==> src/rtl/upstream_link_supervisor.sv <==
// Bring-up and recovery controller for one Aurora 8B10B upstream channel.
// Sequences gt_reset / reset, waits for TX PLL lock and channel-up with
// timeouts, supervises the live link and retries with back-off.
module upstream_link_supervisor #(
    parameter int unsigned GT_RST_CYCLES   = 128,
    parameter int unsigned SYS_RST_CYCLES  = 256,
    parameter int unsigned LOCK_TIMEOUT    = 65536,
    parameter int unsigned CHAN_TIMEOUT    = 1048576,
    parameter int unsigned BACKOFF_CYCLES  = 4096,
    parameter int unsigned MAX_RETRY       = 8,
    parameter int unsigned SOFT_ERR_LIMIT  = 16,
    parameter int unsigned SOFT_ERR_WINDOW = 65536
) (
    input  logic        clk_init,
    input  logic        rst,
    input  logic        restart,
    input  logic        tx_lock,
    input  logic        channel_up,
    input  logic        hard_err,
    input  logic        soft_err,
    output logic        gt_reset,
    output logic        sys_reset,
    output logic        link_ok,
    output logic [2:0]  state,
    output logic [7:0]  retry_cnt,
    output logic [15:0] soft_err_cnt
);

    localparam int TW = 32;

    typedef enum logic [2:0] {
        ST_GT_RST    = 3'd0,
        ST_WAIT_LOCK = 3'd1,
        ST_SYS_RST   = 3'd2,
        ST_WAIT_CHAN = 3'd3,
        ST_UP        = 3'd4,
        ST_BACKOFF   = 3'd5,
        ST_FAIL      = 3'd6
    } state_t;

    state_t         state_reg;
    state_t         state_next;
    logic [TW-1:0]  timer_reg;
    logic [TW-1:0]  win_timer_reg;
    logic [15:0]    win_cnt_reg;
    logic [7:0]     retry_cnt_reg;
    logic [15:0]    soft_err_cnt_reg;

    // Aurora status bits, one synchronizer per bit
    logic [3:0] async_in;
    logic [3:0] meta_reg;
    logic [3:0] sync_reg;
    logic       soft_err_d_reg;

    logic tx_lock_s;
    logic channel_up_s;
    logic hard_err_s;
    logic soft_err_s;
    logic soft_edge;
    logic retry_exhausted;
    logic win_rollover;

    assign async_in = {soft_err, hard_err, channel_up, tx_lock};

    genvar gi;
    generate
        for (gi = 0; gi < 4; gi++) begin : g_sync
            // Two-flop synchronizer for an asynchronous Aurora status bit
            always_ff @(posedge clk_init or posedge rst) begin
                if (rst) begin
                    meta_reg[gi] <= 1'b0;
                    sync_reg[gi] <= 1'b0;
                end else begin
                    meta_reg[gi] <= async_in[gi];
                    sync_reg[gi] <= meta_reg[gi];
                end
            end
        end
    endgenerate

    assign tx_lock_s    = sync_reg[0];
    assign channel_up_s = sync_reg[1];
    assign hard_err_s   = sync_reg[2];
    assign soft_err_s   = sync_reg[3];

    // Delayed copy of soft_err_s for rising-edge detection
    always_ff @(posedge clk_init or posedge rst) begin
        if (rst) begin
            soft_err_d_reg <= 1'b0;
        end else begin
            soft_err_d_reg <= soft_err_s;
        end
    end

    assign soft_edge       = soft_err_s & ~soft_err_d_reg;
    assign retry_exhausted = (MAX_RETRY != 0) && (32'(retry_cnt_reg) >= MAX_RETRY);
    assign win_rollover    = (win_timer_reg == TW'(SOFT_ERR_WINDOW - 1));

    // Next-state selection; success beats timeout, restart beats everything
    always_comb begin
        state_next = state_reg;
        case (state_reg)
            ST_GT_RST: begin
                if (timer_reg == TW'(GT_RST_CYCLES - 1)) state_next = ST_WAIT_LOCK;
            end
            ST_WAIT_LOCK: begin
                if (tx_lock_s) state_next = ST_SYS_RST;
                else if (timer_reg == TW'(LOCK_TIMEOUT - 1)) state_next = ST_BACKOFF;
            end
            ST_SYS_RST: begin
                if (timer_reg == TW'(SYS_RST_CYCLES - 1)) state_next = ST_WAIT_CHAN;
            end
            ST_WAIT_CHAN: begin
                if (channel_up_s) state_next = ST_UP;
                else if (timer_reg == TW'(CHAN_TIMEOUT - 1)) state_next = ST_BACKOFF;
            end
            ST_UP: begin
                if (!channel_up_s || hard_err_s || (win_cnt_reg >= 16'(SOFT_ERR_LIMIT)))
                    state_next = ST_BACKOFF;
            end
            ST_BACKOFF: begin
                if (timer_reg == TW'(BACKOFF_CYCLES - 1))
                    state_next = retry_exhausted ? ST_FAIL : ST_GT_RST;
            end
            ST_FAIL: begin
                state_next = ST_FAIL;
            end
            default: begin
                state_next = ST_GT_RST;
            end
        endcase
        if (restart) state_next = ST_GT_RST;
    end

    // State register with outputs decoded from the next state
    always_ff @(posedge clk_init or posedge rst) begin
        if (rst) begin
            state_reg <= ST_GT_RST;
            gt_reset  <= 1'b1;
            sys_reset <= 1'b1;
            link_ok   <= 1'b0;
        end else begin
            state_reg <= state_next;
            gt_reset  <= (state_next == ST_GT_RST) || (state_next == ST_BACKOFF) ||
                         (state_next == ST_FAIL);
            sys_reset <= !((state_next == ST_WAIT_CHAN) || (state_next == ST_UP));
            link_ok   <= (state_next == ST_UP);
        end
    end

    // Per-state timer: cleared on entry, idle in the untimed states
    always_ff @(posedge clk_init or posedge rst) begin
        if (rst) begin
            timer_reg <= '0;
        end else if (restart || (state_next != state_reg)) begin
            timer_reg <= '0;
        end else if ((state_reg != ST_UP) && (state_reg != ST_FAIL)) begin
            timer_reg <= timer_reg + 1'b1;
        end
    end

    // Retry and soft-error totals, both saturating
    always_ff @(posedge clk_init or posedge rst) begin
        if (rst) begin
            retry_cnt_reg    <= '0;
            soft_err_cnt_reg <= '0;
        end else if (restart) begin
            retry_cnt_reg    <= '0;
            soft_err_cnt_reg <= '0;
        end else begin
            if ((state_next == ST_BACKOFF) && (state_reg != ST_BACKOFF) &&
                (retry_cnt_reg != 8'hFF))
                retry_cnt_reg <= retry_cnt_reg + 8'd1;
            if (soft_edge && (soft_err_cnt_reg != 16'hFFFF))
                soft_err_cnt_reg <= soft_err_cnt_reg + 16'd1;
        end
    end

    // Soft-error window: only runs while staying in UP, restarts on UP entry
    always_ff @(posedge clk_init or posedge rst) begin
        if (rst) begin
            win_timer_reg <= '0;
            win_cnt_reg   <= '0;
        end else if ((state_reg == ST_UP) && (state_next == ST_UP)) begin
            if (win_rollover) begin
                win_timer_reg <= '0;
                win_cnt_reg   <= 16'(soft_edge);
            end else begin
                win_timer_reg <= win_timer_reg + 1'b1;
                win_cnt_reg   <= win_cnt_reg + 16'(soft_edge);
            end
        end else begin
            win_timer_reg <= '0;
            win_cnt_reg   <= '0;
        end
    end

    assign state        = state_reg;
    assign retry_cnt    = retry_cnt_reg;
    assign soft_err_cnt = soft_err_cnt_reg;

endmodule
==> config.mk <==
export PLATFORM = sky130hd
export DESIGN_NAME = upstream_link_supervisor
export DESIGN_NICKNAME = d
export VERILOG_FILES = /design/src/rtl/upstream_link_supervisor.sv
export SDC_FILE = /design/constraint.sdc
export NUM_CORES = 1
export LEC_CHECK = 0
export CAP_MARGIN = 15
export CELL_PAD_IN_SITES_DETAIL_PLACEMENT = 0
export CELL_PAD_IN_SITES_GLOBAL_PLACEMENT = 1
export CORE_MARGIN = 2
export CORE_UTILIZATION = 47
export CTS_CLUSTER_SIZE = 16
export DETAILED_ROUTE_END_ITERATION = 10
export HOLD_SLACK_MARGIN = 0.15
export PLACE_DENSITY = 0.85
export SLEW_MARGIN = 10
export SYNTH_ARGS = -nofsm -noshare
export SYNTH_HDL_FRONTEND = slang
export SYNTH_SLANG_ARGS = --single-unit
==> constraint.sdc <==
create_clock -name clk_init -period 4.9 [get_ports clk_init]
set_clock_uncertainty 0.2 [all_clocks]
set_input_delay 0.735 -clock clk_init [delete_from_list [all_inputs] [get_ports clk_init]]
set_output_delay 0.735 -clock clk_init [all_outputs]
set_load 0.1 [all_outputs]
==> flow_summary.yaml, run 1 <==
cells_and_area:
  nFillCells: 1019
  design.final.nets: 634
  post_route_cells_drive_above_1_share_pct: 9.16
  layout-area-overhead-vs-synth_pct: 19.9
  num_antenna_cells: 0
  layout.cells.most_common_list: "dfrtp_1 (117), nor2_1 (103), xor2_1 (45)"
  final_common_cell: "dfrtp_1"
  finish.cell_count_without_fillers: 780
global_route:
  grt_first_pass_wirelength_mm: 19.3
  groute.usage.overall_pct: 18.6
  grt_pass1_vias: 4109
  met3_grt_util_pct: 5.03
  grt_remaining_overflow: 0
  grt_max_degree: 73
  global_route.usage.met2_pct: 28.4
  globalRoute.busiestLayer: "met2"
  gr-usage-met1_pct: 25.1
  grt_antenna_before_repair: 0
logic_synthesis:
  synth_flop_cell: "dfrtp_1"
  yosysWarnings: 0
  synth_edf_count: 0
  syn_area_per_cell_um2: 10.1
  post_synth_num_cell_types: 58
  synth_area_um2: 5730
  ys_seq_area_share_pct: 52.0
  asr_flop_ratio_synth_pct: 100
  post_synth_inst_count: 565
  synth-seq-cells: 119
detailed_routing:
  routedWlPerCell_um: 14.4
  detailedRoute.firstPassIterationCount: 4
  detail_route.iter0.violations: 329
  drtAntennaViolNets: 0
  route.detailed.vias_per_inst: 5.44
  drc: 0
  vias_after_detailed_routing: 4242
  finalWirelength_mm: 11.2
sta:
  timing.max_slew.rel_slack_pct: 34.0
  timing_max_transition_violations_final: 0
  setup_viol_count_final: 0
  tightestPinTransition_ps: 987
  fmax_mhz: 318
  period_minus_slack_ps: 3140
  hold_slack_ps: 151
  setup-tns-final_ps: 0
  rsz_0062_raised_after_global_routing: "no"
  final_min_period_over_clock_period_pct: 64.2
  hold_viol_final: 0
clocking:
  ctsHoldBuffers: 0
  clock_sink_count: 119
  clock_root_buffer_master: "clkbuf_16"
  postCtsResizedCells: 0
  path_clk_slew_ps: 60
  cts-htree-levels: 4
  tritoncts.num_buffers: 17
  clk_latency_ps: 420
  clock_tree_from_tritoncts: "done"
  clock_path_buffers: 2
  post-cts-setup-buffers: 0
critical_path:
  reg2reg_setup_slack_ps: 1760
  r2r_start: "state[0]"
  critPathMaxFanout: 37
  required_ps: 5020
  slowest_stage: "dfrtp_1"
  cp_cell_sequence: "nand2b_1, nor2_1, a22o_1, nor3_2, a31oi_1, nand3b_4, nor3b_1"
  critPathKind: "flip-flop to flip-flop"
  timing.critical_path.to_type: "flip-flop"
  worst_ep_arrival_time_ps: 3260
  reg_to_reg_end: "win_cnt_reg[1]"
  max_stage_delay_ps: 540
  worst-r2r-cell-count: 7
  worstSetupStartpointType: "flip-flop"
placed_design:
  detailedPlacementHpwl_mm: 7.32
  place_congestion: 0.828
  portBuffers: 36
  placedCellCount: 748
floorplanning:
  chipWidth_um: 114
  design.core.area_um2: 12000
  initial_core_util_pct: 47.9
  rows: 40
  die_y_um: 114
  top_level_ports: 37
  floorplan.die_area_um2: 13100
min_path:
  worstHoldPathCells: 0
  holdPathEnd: "soft_err_s"
  hold_path_class: "flip-flop to flip-flop"
  hold_path.startpoint: "meta_reg[3]"
power_and_ir_drop:
  pwr_density_cell_nw_per_um2: 343
  ir_worst_vdd_mv: 0.272
  leakage_nw: 2.83
outcome:
  status: "completed"
job:
  max_cap_violations: 0
## kinds of logic (layout without fill, tap and decap cells)
family | Yosys count | in the layout | synth area share (%)
simple gates | 284 | 284 | 25.7
flops | 119 | 119 | 52.0
xor+xnor | 78 | 78 | 11.9
compound gates | 45 | 45 | 5.66
buf+inv | 28 | 86 | 2.55
fa+ha+maj | 7 | 7 | 1.53
mux | 3 | 3 | 0.524
other cells | 1 | 11 | 0.0654
## final cells by class
type | count | area, µm² | area share, %
flip-flops and latches | 119 | 2980 | 43.4
multi-input cells | 428 | 2640 | 38.4
clock buffers | 17 | 425 | 6.19
repair buffers | 41 | 398 | 5.79
clock inverters | 15 | 193 | 2.80
well taps | 147 | 184 | 2.68
inverters | 13 | 51.3 | 0.746
## through the flow
step	setup slack (ps)	cell area (µm²)	utilization, %	total power, W
after floorplan	811	5770	-	0.00106
after global placement	1860	6250	52.3	0.00108
after detailed placement	1790	6250	52.3	0.00108
after CTS	1770	6870	57.5	0.00238
after global routing	1470	6870	57.5	0.00244
final	1760	6870	57.5	0.00236
## cells in the mapped netlist (3+ instances only)
cell / n / share of area, %
and3_1: 10 / 1.1
a21oi_1: 20 / 1.7
dfrtp_1: 117 / 51
and4_1: 6 / 0.92
inv_1: 13 / 0.85
mux2i_1: 3 / 0.52
and2_1: 3 / 0.33
nand2_1: 41 / 2.7
buf_6: 4 / 0.79
nor2_1: 103 / 6.7
buf_2: 3 / 0.26
ha_1: 7 / 1.5
o21ai_0: 7 / 0.61
xnor2_1: 33 / 5.0
nand3_1: 32 / 2.8
nor4_1: 12 / 1.3
or3_1: 6 / 0.66
nand4_1: 26 / 2.8
nor3_1: 14 / 1.2
clkbuf_1: 6 / 0.39
nor4_2: 3 / 0.66
nor2b_1: 3 / 0.33
xor2_1: 45 / 6.9
or4_1: 3 / 0.39
## where the power goes
| group | switching, W | leakage [nW] | internal, W |
|---|---|---|---|
| Combinational | 0.0000431 | 0.930 | 0.0000144 |
| Sequential | 0.00000669 | 1.61 | 0.000995 |
| Clock | 0.000486 | 0.295 | 0.000812 |
## worst max-delay path by stage
stage | startpoint | to | slack, ps | cells after the start
final | state[0] | win_cnt_reg[1] | 1760 | 7
after global routing | state[0] | win_cnt_reg[1] | 1470 | 7
after CTS | state[1] | state[1] | 1770 | 1
after detailed placement | restart | retry_cnt[5] | 1790 | 9
after global placement | restart | retry_cnt[5] | 1860 | 9
after floorplan | rst | channel_up_s | 810 | 1
## critical path, delay by kind of cell (launching register included)
family	cells	cell delay, ps
flip-flops	1	540
AND/OR/NAND/NOR	5	1750
AO/OA/AOI/OAI	2	530
## layer usage
metal,wire length (µm),up-vias
met4,195,0
li1,-,2066
met2,5360,69
met1,5270,2088
met5,0,-
met3,365,19
No activity file was read; power rests on OpenSTA's default activity.
==> run 2, diff against run 1 <==
--- a/config.mk
+++ b/config.mk
@@ -9,11 +9,11 @@
 export CELL_PAD_IN_SITES_DETAIL_PLACEMENT = 0
 export CELL_PAD_IN_SITES_GLOBAL_PLACEMENT = 1
 export CORE_MARGIN = 2
-export CORE_UTILIZATION = 47
+export CORE_UTILIZATION = 42
 export CTS_CLUSTER_SIZE = 16
 export DETAILED_ROUTE_END_ITERATION = 10
 export HOLD_SLACK_MARGIN = 0.15
-export PLACE_DENSITY = 0.85
+export PLACE_DENSITY = 0.8
 export SLEW_MARGIN = 10
 export SYNTH_ARGS = -nofsm -noshare
 export SYNTH_HDL_FRONTEND = slang
==> constraint.sdc (replaced) <==
create_clock -name clk_init -period 2.75 [get_ports clk_init]
set_clock_uncertainty 0.2 [all_clocks]
set_input_delay 0.4125 -clock clk_init [delete_from_list [all_inputs] [get_ports clk_init]]
set_output_delay 0.4125 -clock clk_init [all_outputs]
set_load 0.1 [all_outputs]
==> flow_summary.yaml, run 2 (same netlist as run 1, synthesis figures left out) <==
outcome:
  status: "completed"
cells_and_area:
  multi_input_gate_area_in_the_final_layout_um2: 2730
  layout.cells.most_common_list: "dfrtp_1 (109), nor2_1 (102), buf_4 (49)"
  post_route_cells_drive_above_1_share_pct: 18.9
  design.final.nets: 654
  layout-area-overhead-vs-synth_pct: 24.6
  ff_latch_area_um2: 2990
  final_common_cell: "dfrtp_1"
  num_antenna_cells: 0
  nFillCells: 1171
floorplanning:
  chipWidth_um: 121
  initial_core_util_pct: 43.1
  top_level_ports: 37
  die_y_um: 121
  rows: 42
  design.core.area_um2: 13300
  floorplan.die_area_um2: 14600
detailed_routing:
  drc: 0
  vias_after_detailed_routing: 4294
  detail_route.iter0.violations: 281
  finalWirelength_mm: 12.0
  routedWlPerCell_um: 14.5
  detailedRoute.firstPassIterationCount: 5
  route.detailed.vias_per_inst: 5.19
  drtAntennaViolNets: 0
critical_path:
  worstSetupStartpointType: "flip-flop"
  timing.critical_path.to_type: "flip-flop"
  required_ps: 2830
  critPathKind: "flip-flop to flip-flop"
  worst_ep_arrival_time_ps: 2730
  critPathMaxFanout: 8
clocking:
  cts-htree-levels: 4
  clock_sink_count: 119
  clock_path_buffers: 2
  path_clk_slew_ps: 60
  clock_root_buffer_master: "clkbuf_16"
  clock_tree_from_tritoncts: "done"
  tritoncts.num_buffers: 17
  clk_latency_ps: 410
job:
  max_cap_violations: 0
global_route:
  groute.usage.overall_pct: 17.6
  grt_pass1_vias: 4309
  grt_max_degree: 120
  grt_remaining_overflow: 0
  grt_antenna_before_repair: 0
  grt_first_pass_wirelength_mm: 20.2
placed_design:
  place_congestion: 0.897
  portBuffers: 36
  detailedPlacementHpwl_mm: 7.78
power_and_ir_drop:
  leakage_nw: 3.02
  pwr_density_cell_nw_per_um2: 591
  ir_worst_vdd_mv: 0.403
  fin_total_pwr_w: 0.00422
sta:
  final_min_period_over_clock_period_pct: 96.2
  hold_slack_ps: 151
  timing_max_transition_violations_final: 0
  tightestPinTransition_ps: 600
  period_minus_slack_ps: 2650
  fmax_mhz: 378
  hold_viol_final: 0
  setup_viol_count_final: 0
  timing.max_slew.rel_slack_pct: 59.7
min_path:
  hold_path_class: "flip-flop to flip-flop"
## run 2: repair_timing
action                                  CTS  global route
pin swaps                                 0             4
buffers inserted                          0             1
endpoints found under the setup margin    1            44
hold buffers                              1             0
cloned                                    0             0
endpoints found under the hold margin     1             0
resized for setup                         1            16
## run 2: final timing paths
| kind | from | to | slack, ps | cells after the start |
|---|---|---|---|---|
| max in group asynchronous | rst | retry_cnt[7] | 1540 | 3 |
| min in group asynchronous | rst | timer_reg[27] | 350 | 3 |
| min reg2reg | meta_reg[1] | channel_up_s | 150 | 0 |
| max reg2reg | timer_reg[24] | retry_cnt[7] | 100 | 9 |
| max | timer_reg[24] | retry_cnt[7] | 100 | 9 |
| min | meta_reg[1] | channel_up_s | 150 | 0 |
## run 2: stage by stage
step           instance area [µm²]  setup WS, ps  cells  utilization, %  TNS (ps)
6_report                      7140           104    827            53.7         0
5_1_grt                       7140         -28.5    827            53.7     -46.2
4_1_cts                       7040          13.6    826            53.0         0
3_5_place_dp                  6410          67.7    795            48.2         0
3_3_place_gp                  6410           138    795            48.2         0
2_1_floorplan                 5780          2.11    575               -         0
## run 2: final cells by class
type | instances | share of cell area (%)
Clock buffer | 18 | 6.15
Clock inverter | 12 | 2.49
Inverter | 13 | 0.736
Multi-Input combinational cell | 428 | 38.3
Sequential cell | 119 | 41.9
Tap cell | 176 | 3.08
Timing Repair Buffer | 61 | 7.41
## run 2: worst max-delay path, cell delays in order, from the launching register on
cell and delay, ps:
dfrtp_1 420, nor4_2 340, and3_2 290, and3_1 220
a211o_1 180, buf_4 130, nand3_2 110, buf_4 190
o41ai_1 340, a21oi_2 90
## run 2: where the power goes
part | switching (W) | internal (W)
logic | 0.0000795 | 0.0000308
clock network | 0.000794 | 0.00153
registers | 0.0000120 | 0.00177
total | 0.000885 | 0.00333
## run 2: per-layer routing
metal	vias up	GRT usage, %	routed length, µm
met5	-	0	0
met4	0	6.98	144
met3	12	5.47	426
met2	74	27.4	5820
met1	2108	22.9	5560
li1	2100	-	-
